**config.mk**
```make
export PLATFORM = sky130hd
export DESIGN_NAME = fsm_alu_ctrl
export DESIGN_NICKNAME = d
export VERILOG_FILES = /design/src/rtl/fsm_alu_ctrl.sv
export SDC_FILE = /design/constraint.sdc
export NUM_CORES = 1
export LEC_CHECK = 0
export CORE_ASPECT_RATIO = 2
export CORE_MARGIN = 8
export CORE_UTILIZATION = 30
export DETAILED_ROUTE_END_ITERATION = 12
export MAX_ROUTING_LAYER = met4
export PLACE_DENSITY = 0.72
export REMOVE_ABC_BUFFERS = 1
export SYNTH_ARGS = -nofsm -noshare
export SYNTH_HDL_FRONTEND = slang
export SYNTH_SLANG_ARGS = --single-unit
```
**constraint.sdc**
```tcl
create_clock -name clk -period 1.7 [get_ports clk]
set_input_delay 0.34 -clock clk [delete_from_list [all_inputs] [get_ports clk]]
set_output_delay 0.34 -clock clk [all_outputs]
set_load 0.1 [all_outputs]
```
**src/rtl/fsm_alu_ctrl.sv**
```systemverilog
// Multicycle control FSM sequencing operand, ALU, regfile and PC strobes for RV32/RV64 integer ALU ops.
// Latency: start -> DECODE -> EXEC -> WB, with done 3 cycles after start; M ops add MUL_WAIT cycles until mul_done.
// Backpressure: start is only sampled in IDLE (busy=0); the external unit stalls MUL_WAIT up to MUL_TIMEOUT cycles.
//
// Ports: clk/reset (sync, active-high); start/ins request; mul_done from the external mul/div unit;
//        busy/done/illegal/err_timeout status; func3/sub_sra/word_op/mul_op ALU controls; mul_start;
//        sel_* datapath muxes; load_* register strobes.
module fsm_alu_ctrl #(
    parameter int XLEN        = 64,
    parameter int EN_WORD     = 1,
    parameter int EN_MUL      = 1,
    parameter int MUL_TIMEOUT = 16
) (
    input  logic        clk,
    input  logic        reset,
    input  logic        start,
    input  logic [31:0] ins,
    input  logic        mul_done,
    output logic        busy,
    output logic        done,
    output logic        illegal,
    output logic        err_timeout,
    output logic [2:0]  func3,
    output logic        sub_sra,
    output logic        word_op,
    output logic        mul_op,
    output logic        mul_start,
    output logic        sel_alu_a,
    output logic        sel_alu_b,
    output logic [1:0]  sel_rd,
    output logic        sel_pc_next,
    output logic        load_rs1,
    output logic        load_rs2,
    output logic        load_alu,
    output logic        load_regfile,
    output logic        load_pc
);

    localparam bit RV64    = (XLEN == 64);
    localparam bit WORD_EN = RV64 && (EN_WORD != 0);
    localparam bit MUL_EN  = (EN_MUL != 0);
    localparam int CW      = $clog2(MUL_TIMEOUT + 1);
    // Counter holds the number of completed MUL_WAIT cycles, so the last allowed cycle sees MUL_TIMEOUT-1.
    localparam logic [CW-1:0] CNT_LAST = CW'(MUL_TIMEOUT - 1);

    localparam logic [6:0] OPC_OP        = 7'b0110011;
    localparam logic [6:0] OPC_OP_IMM    = 7'b0010011;
    localparam logic [6:0] OPC_OP_32     = 7'b0111011;
    localparam logic [6:0] OPC_OP_IMM_32 = 7'b0011011;

    typedef enum logic [2:0] {
        S_IDLE,
        S_DECODE,
        S_EXEC,
        S_MUL_WAIT,
        S_WB
    } state_t;

    state_t          state_q, state_d;
    logic [31:0]     ins_q, ins_d;
    logic [CW-1:0]   cnt_q, cnt_d;

    logic [6:0] opc;
    logic [2:0] f3;
    logic [6:0] f7;
    logic       shift_ok;
    logic       legal, is_m, r_type, i_type;

    assign opc = ins_q[6:0];
    assign f3  = ins_q[14:12];
    assign f7  = ins_q[31:25];
    // Immediate shifts allow only the plain and arithmetic funct6 patterns; ins[25] is handled per width.
    assign shift_ok = (ins_q[31:26] == 6'b000000) || (ins_q[31:26] == 6'b010000);

    // rd/rs fields and the immediate body are datapath-only; the controller never looks at them.
    logic unused_ins;
    assign unused_ins = ^{ins_q[24:15], ins_q[11:7]};

    // Decode of the latched instruction word.
    always_comb begin
        legal  = 1'b0;
        is_m   = 1'b0;
        r_type = 1'b0;
        i_type = 1'b0;
        case (opc)
            OPC_OP: begin
                r_type = 1'b1;
                case (f7)
                    7'b0000000: legal = 1'b1;
                    7'b0100000: legal = (f3 == 3'b000) || (f3 == 3'b101);
                    7'b0000001: begin
                        is_m  = 1'b1;
                        legal = MUL_EN;
                    end
                    default:    legal = 1'b0;
                endcase
            end
            OPC_OP_IMM: begin
                i_type = 1'b1;
                if ((f3 == 3'b001) || (f3 == 3'b101))
                    legal = shift_ok && (RV64 || !ins_q[25]);
                else
                    legal = 1'b1;
            end
            OPC_OP_32: begin
                r_type = 1'b1;
                case (f7)
                    7'b0000000: legal = WORD_EN && ((f3 == 3'b000) || (f3 == 3'b001) || (f3 == 3'b101));
                    7'b0100000: legal = WORD_EN && ((f3 == 3'b000) || (f3 == 3'b101));
                    7'b0000001: begin
                        is_m  = 1'b1;
                        legal = WORD_EN && MUL_EN && (f3 != 3'b001) && (f3 != 3'b010) && (f3 != 3'b011);
                    end
                    default:    legal = 1'b0;
                endcase
            end
            OPC_OP_IMM_32: begin
                i_type = 1'b1;
                if (f3 == 3'b000)
                    legal = WORD_EN;
                else if ((f3 == 3'b001) || (f3 == 3'b101))
                    legal = WORD_EN && shift_ok && !ins_q[25];
                else
                    legal = 1'b0;
            end
            default: legal = 1'b0;
        endcase
    end

    // Instruction-derived controls come straight from ins_q, so they hold from DECODE through WB.
    assign func3     = f3;
    assign sel_alu_b = i_type;
    assign word_op   = (opc == OPC_OP_32) || (opc == OPC_OP_IMM_32);
    // addi with imm[10] set must not subtract, hence the func3=101 restriction for I-type.
    assign sub_sra   = ins_q[30] && ((r_type && ((f3 == 3'b000) || (f3 == 3'b101))) ||
                                     (i_type && (f3 == 3'b101)));

    assign sel_alu_a   = 1'b0;
    assign sel_rd      = 2'b00;
    assign sel_pc_next = 1'b0;

    always_ff @(posedge clk) begin
        if (reset) begin
            state_q <= S_IDLE;
            ins_q   <= '0;
            cnt_q   <= '0;
        end else begin
            state_q <= state_d;
            ins_q   <= ins_d;
            cnt_q   <= cnt_d;
        end
    end

    always_comb begin
        state_d      = state_q;
        ins_d        = ins_q;
        cnt_d        = cnt_q;
        busy         = (state_q != S_IDLE);
        done         = 1'b0;
        illegal      = 1'b0;
        err_timeout  = 1'b0;
        mul_op       = 1'b0;
        mul_start    = 1'b0;
        load_rs1     = 1'b0;
        load_rs2     = 1'b0;
        load_alu     = 1'b0;
        load_regfile = 1'b0;
        load_pc      = 1'b0;
        case (state_q)
            S_IDLE: begin
                if (start) begin
                    ins_d   = ins;
                    state_d = S_DECODE;
                end
            end
            S_DECODE: begin
                load_rs1 = 1'b1;
                load_rs2 = 1'b1;
                state_d  = S_EXEC;
            end
            S_EXEC: begin
                if (!legal) begin
                    illegal = 1'b1;
                    state_d = S_IDLE;
                end else if (is_m) begin
                    mul_start = 1'b1;
                    cnt_d     = '0;
                    state_d   = S_MUL_WAIT;
                end else begin
                    load_alu = 1'b1;
                    state_d  = S_WB;
                end
            end
            S_MUL_WAIT: begin
                mul_op = 1'b1;
                cnt_d  = cnt_q + CW'(1);
                // A result arriving in the final allowed cycle still wins over the abort.
                if (mul_done) begin
                    load_alu = 1'b1;
                    state_d  = S_WB;
                end else if (cnt_q == CNT_LAST) begin
                    err_timeout = 1'b1;
                    state_d     = S_IDLE;
                end
            end
            S_WB: begin
                load_regfile = 1'b1;
                load_pc      = 1'b1;
                done         = 1'b1;
                state_d      = S_IDLE;
            end
            default: state_d = S_IDLE;
        endcase
    end

endmodule

```
* After elaboration in Yosys (flattened, before gate mapping)
Index checks and enable logic that the tools add are counted.
** Storage, ports and cells
- Register bits :: 40
- Bits in latches :: 0
- Memory bits (writable) :: 0
- Memory bits (read-only) :: 0
- Input port bits :: 36
- Output and inout port bits :: 21
- Word-level logic and storage cells :: 85
- Memories kept :: 0
** Cells by class
- Add/subtract/negate cells :: 1
- Multipliers :: 0
- Div/mod/pow operators :: 0
- Order comparisons :: 0
- Equality and inequality tests :: 21
- Shift-type cells :: 0
- Muxes and demuxes :: 34
- Bitwise gates (word level) :: 0
- Reductions and logical operators :: 26
** Operators by type and width (count)
- $eq A7 B6 Y1 const B :: 3
- $mux W1 :: 21
- $mux W3 :: 5
- $eq A7 B5 Y1 const B :: 2
- $pmux W3 S4 :: 1
- $mux W5 :: 2
- $pmux W5 S2 :: 1
- $eq A7 B1 Y1 const B :: 1
- $logic_not A7 Y1 :: 1
- $logic_or A1 B1 Y1 :: 7
- $eq A3 B1 Y1 const B :: 2
- $eq A3 B2 Y1 const B :: 2
- $eq A3 B3 Y1 const B :: 2
- $eq A6 B5 Y1 const B :: 1
- $logic_and A1 B1 Y1 :: 6
- $logic_not A3 Y1 :: 2
- $logic_not A6 Y1 :: 1
- $ne A2 B2 Y1 const B :: 3
- $ne A3 B2 Y1 const B :: 2
- $reduce_or A2 Y1 :: 3
- $add A5 B1 Y5 const B :: 1
- $eq A5 B4 Y1 const B :: 1
- $pmux W1 S2 :: 2
- $pmux W1 S4 :: 1
- 8 further kinds :: 9

* Longest topological paths before layout
- Depth in word-level cells :: 8
- Depth in mapped cells :: 7
- Gate-level depth less buffers :: 7

* Least setup slack after synthesis
Ideal clock, no wire load.
- Path type :: reg2out
- Start :: register ins_q[6]
- End :: output port sub_sra
- Data arrival time :: 3.780 ns
- Required time :: 1.360 ns
- Path slack :: -2.420 ns
- Cell stages (with the launch flop) :: 4
- Path buffers :: 0
- Path through :: dfxtp_1 > and4bb_2 > nand2_1 > nor4b_1
** On the way
- Cells in the longest elaborated chain, start to end :: 6
- Elaborated cells on any way between the ends :: 12
- Classes of those cells :: eq/ne: 4; mux: 2; reduce/logical: 6
** Ends and longest elaborated chain
- from (decl) :: line 60 : logic [31:0] ins_q, ins_d;
- from (signal assigned) :: line 149 : ins_q <= ins_d;
- $eq A7 B6 Y1 or $eq A7 B5 Y1 (tied branches) :: line 85 : case (opc)
- $reduce_or A2 Y1 (no source line)
- $mux W1 :: line 85
- $logic_and A1 B1 Y1 (on tied branches) :: line 135, 136
- $logic_or A1 B1 Y1 (*) :: line 135 : assign sub_sra = ins_q[30] && ((r_type && ((f3 == 3'b000) || (f3 == 3'b101))) ||
- $logic_and A1 B1 Y1 (*) :: line 135
- to (decl) :: line 24 : output logic sub_sra,
Mark *: on every way between the ends. The rest lies on a longest branch, timed or not.

* Worst setup path in the final report
- Start :: register ins_q[26]
- End :: output port load_alu
** On the way
- Cells in the longest elaborated chain, start to end :: 8
- Elaborated cells on any way between the ends :: 19
- Classes of those cells :: eq/ne: 3; mux: 11; reduce/logical: 5
** Ends and longest elaborated chain
- $eq A6 B5 Y1 or $logic_not A6 Y1 (tied branches) :: line 73 : assign shift_ok = (ins_q[31:26] == 6'b000000) || (ins_q[31:26] == 6'b010000);
- $logic_or A1 B1 Y1 :: line 73
- $logic_and A1 B1 Y1 :: line 122 : legal = WORD_EN && shift_ok && !ins_q[25];
- $mux W1 :: line 121 : else if ((f3 == 3'b001) || (f3 == 3'b101))
- $mux W1 :: line 119 : if (f3 == 3'b000)
- $pmux W1 S4 :: line 85
- $mux W1 (*) :: line 182 : if (!legal) begin
- $pmux W1 S2 (*) :: line 169 : case (state_q)
- to (decl) :: line 34 : output logic load_alu,
Marks and branches as above.

==> run_results.csv <==
group,metric,value,unit
status,outcome,"finished with violations",
status,violations,"setup timing",
floorplan,dieArea,6930,um^2
synthesis,ys_ff_latch,25,
power,peakVddDrop,0.479,mV
setup_path,crit_buf_inv,1,
power,power_frac_seq,0.399,
drt,drc,0,
timing,fin_skew,0.00153,ns
setup_path,path_max_fanout,2,
synthesis,yosys.area.top_type,"dfxtp_1",
finish,fin_nets,273,
timing,rsz0062_at_grt,"yes",
drt,first_iter_violations,16,
finish,area_growth,78.4,%
power,clockPowerShare,0.215,
setup_path,critPathArrivalTime,2.02,ns
setup_path,cp.required,1.36,ns
place,gp_congestion,0.762,
timing,post-route-period-util,1.39,
global_route,grt_pass1_vias,1485,
floorplan,die_h,110,um
global_route,grt_usage,0.116,
setup_path,r2r_slack,-0.40,ns
floorplan,rows,34,
floorplan,die_w,63.0,um
power,p_int,1.05,mW
synthesis,netlist.area_leader.share,0.377,
synthesis,synthFlopType,"dfxtp_1",
drt,ant_nets,0,
floorplan,initial_utilization,0.309,
hold_path,min_from,"cnt_q[4]$_SDFFE_PP0P_",
power,p_sw,0.593,mW
synthesis,async_flop_share,0,
cts,holdBufCountCts,0,
cts,worstSkewPairLatency,0.27,ns
global_route,antenna_found_initial,0,
cts,clock_path_buffers,2,
drt,drt_first_pass_iters,4,
timing,setup_ws,-0.656,ns
synthesis,ys_top_cells_by_area,"dfxtp_1 38%, nand2_1 12%, a21oi_1 8.7%",
synthesis,yosys_warnings,0,
synthesis,yosysUniqueCellTypes,43,
hold_path,hold_path_depth,1,
synthesis,syn_area,1330,um^2
finish,fin_util,0.551,
setup_path,reg2reg_depth,9,
setup_path,reg2reg_from,"ins_q[26]$_SDFFE_PP0P_",
timing,hold_viol,0,
hold_path,hold_class,"reg -> reg",
timing,worst_pin_slew,0.538,ns
place,port_buffers,37,
synthesis,synthCells,171,
setup_path,path_delay_family,"simple AND/OR/NAND/NOR gates",
finish,register_area,512,um^2
drt,routedWlPerCell,13.8,um
power,power_frac_comb,0.386,
finish,layout-drive-gt1-share,0.410,
setup_path,worstReg2RegEnd,"cnt_q[1]$_SDFFE_PP0P_",
cts,cts.htree.levels,1,
timing,setup_viol,14,
setup_path,critPathKind,"reg -> out",
finish,diodes,0,
setup_path,critPathMaxStageDelay,0.57,ns
global_route,grt_max_degree,18,
timing,slew_viol_final,0,
cts,cts_tree,"built",
synthesis,avgSynthCellArea,7.76,um^2
power,p_per_area,694,nW/um^2
setup_path,slowest_stage,"or4_4",
cts,clock-root-buffer,"clkbuf_8",
floorplan,io_pins,57,
drt,routed_via_density,4.77,
timing,slew_headroom,0.641,
finish,n_fill_cell,383,
job,maxCapViolCount,0,
place,hpwl,2940,um
timing,max_freq,424,MHz
finish,multi_input_area,870,um^2
power,leakagePower,0.942,nW
cts,cts_sinks,25,
place,placed_area,2070,um^2
global_route,grt_overflow_total,0,
synthesis,yosysSeqAreaShare,0.377,
drt,wl,3990,um
drt,vias,1374,
timing,fin_crit,2.36,ns
global_route,grt_first_pass_wirelength,6440,um
setup_path,crit_chain,"or4_4 -> nor3_4 -> nand2_2 -> o21a_1 -> o21ai_4 -> buf_12",
setup_path,worstSetupStartpointType,"flop",
setup_path,cp-end-kind,"output port",
cts,numCtsBuffers,3,
floorplan,coreArea,4300,um^2
finish,final_area,2370,um^2
cts,clkTransAtPathRegs,0.09,ns
synthesis,synth_edf_count,0,
hold_path,min_to,"cnt_q[4]$_SDFFE_PP0P_",
power,swShare,0.361,
## power by group through the flow
stage | combinational [mW] | clock, mW | sequential (mW)
finish | 0.634 | 0.353 | 0.655
global route | 0.671 | 0.383 | 0.660
CTS | 0.611 | 0.360 | 0.652
detailed placement | 0.573 | 0 | 0.662
global placement | 0.566 | 0 | 0.660
floorplan | 0.287 | 0 | 0.704
## flip-flops by register name (all words and copies together), names as in the netlist
signal	flops
cnt_q	5
state_q	3
ins_q	17
## synthesized netlist by cell type, drive strengths merged (2+ instances only)
master / instances
a21oi: 24
nor2: 7
nor3b: 3
and2: 3
inv: 7
o21ai: 4
ha: 2
nor3: 8
nor2b: 3
clkbuf: 4
dfxtp: 25
a311oi: 2
buf: 12
and3: 2
nand4: 3
nand2: 44
## cells by family (layout without fill, tap and decap cells)
group | after synthesis | count (layout) | share of synthesized area
simple gates | 80 | 80 | 0.308
compound gates | 38 | 38 | 0.184
flops | 25 | 25 | 0.377
buf+inv | 23 | 83 | 0.0943
fa+ha+maj | 2 | 2 | 0.0189
other cells | 1 | 4 | 0.00283
xor+xnor | 1 | 1 | 0.00660
mux | 1 | 1 | 0.00849
## stage by stage
| stage | setup TNS, ns | setup slack [ns] | total power, mW | cells | hold WS [ns] |
|---|---|---|---|---|---|
| 6_report | -4.53 | -0.656 | 1.64 | 288 | 0.457 |
| 5_1_grt | -5.80 | -0.715 | 1.71 | 288 | 0.479 |
| 4_1_cts | -4.16 | -0.599 | 1.62 | 285 | 0.457 |
| 3_5_place_dp | -1.89 | -0.305 | 1.24 | 277 | 0.441 |
| 2_1_floorplan | -24.61 | -2.96 | 0.992 | 158 | 0.409 |
| 3_3_place_gp | -1.41 | -0.262 | 1.23 | 277 | 0.433 |
## cell type report
cell class | instances | area share
clock buffers | 4 | 0.0190
inverters | 7 | 0.0111
multi-input cells | 126 | 0.368
flip-flops and latches | 25 | 0.216
well taps | 54 | 0.0286
repair buffers | 72 | 0.357
## worst max-delay path by stage
stage                                       from        to  slack, ns  depth (start not counted)
final                     ins_q[26]$_SDFFE_PP0P_  load_alu      -0.66                          6
after CTS                 ins_q[26]$_SDFFE_PP0P_  load_alu      -0.60                          6
after detailed placement  ins_q[26]$_SDFFE_PP0P_  load_alu      -0.30                          6
after global placement    ins_q[26]$_SDFFE_PP0P_  load_alu      -0.26                          6
after floorplan           ins_q[14]$_SDFFE_PP0P_   sub_sra      -2.96                          2
after global routing      ins_q[26]$_SDFFE_PP0P_  load_alu      -0.72                          6
## cell usage in the layout (no fill, tap or decap), types with 3 or more instances in the layout
master / count
nand2_2: 4
dfxtp_2: 6
conb_1: 4
a21oi_1: 21
clkbuf_8: 3
buf_12: 18
buf_6: 8
nor3_4: 3
inv_1: 6
dfxtp_1: 18
nand4_1: 3
nor2_1: 5
a21oi_2: 3
buf_4: 26
clkdlybuf4s50_1: 20
nand2_1: 39
nor3_1: 4
## metal layers
layer	GRT usage	vias up	wire length, um
li1	-	697	-
met1	0.103	642	1380
met2	0.237	31	2410
met3	0.0233	4	146
met4	0.0345	0	42
met5	-	-	0
## repair_timing
item	in CTS	in global routing
cloned	0	0
buffers inserted	8	6
resized for setup	32	21
pin swaps	4	13
endpoints found under the setup margin	19	20
Power figures use the tool's default switching activity.
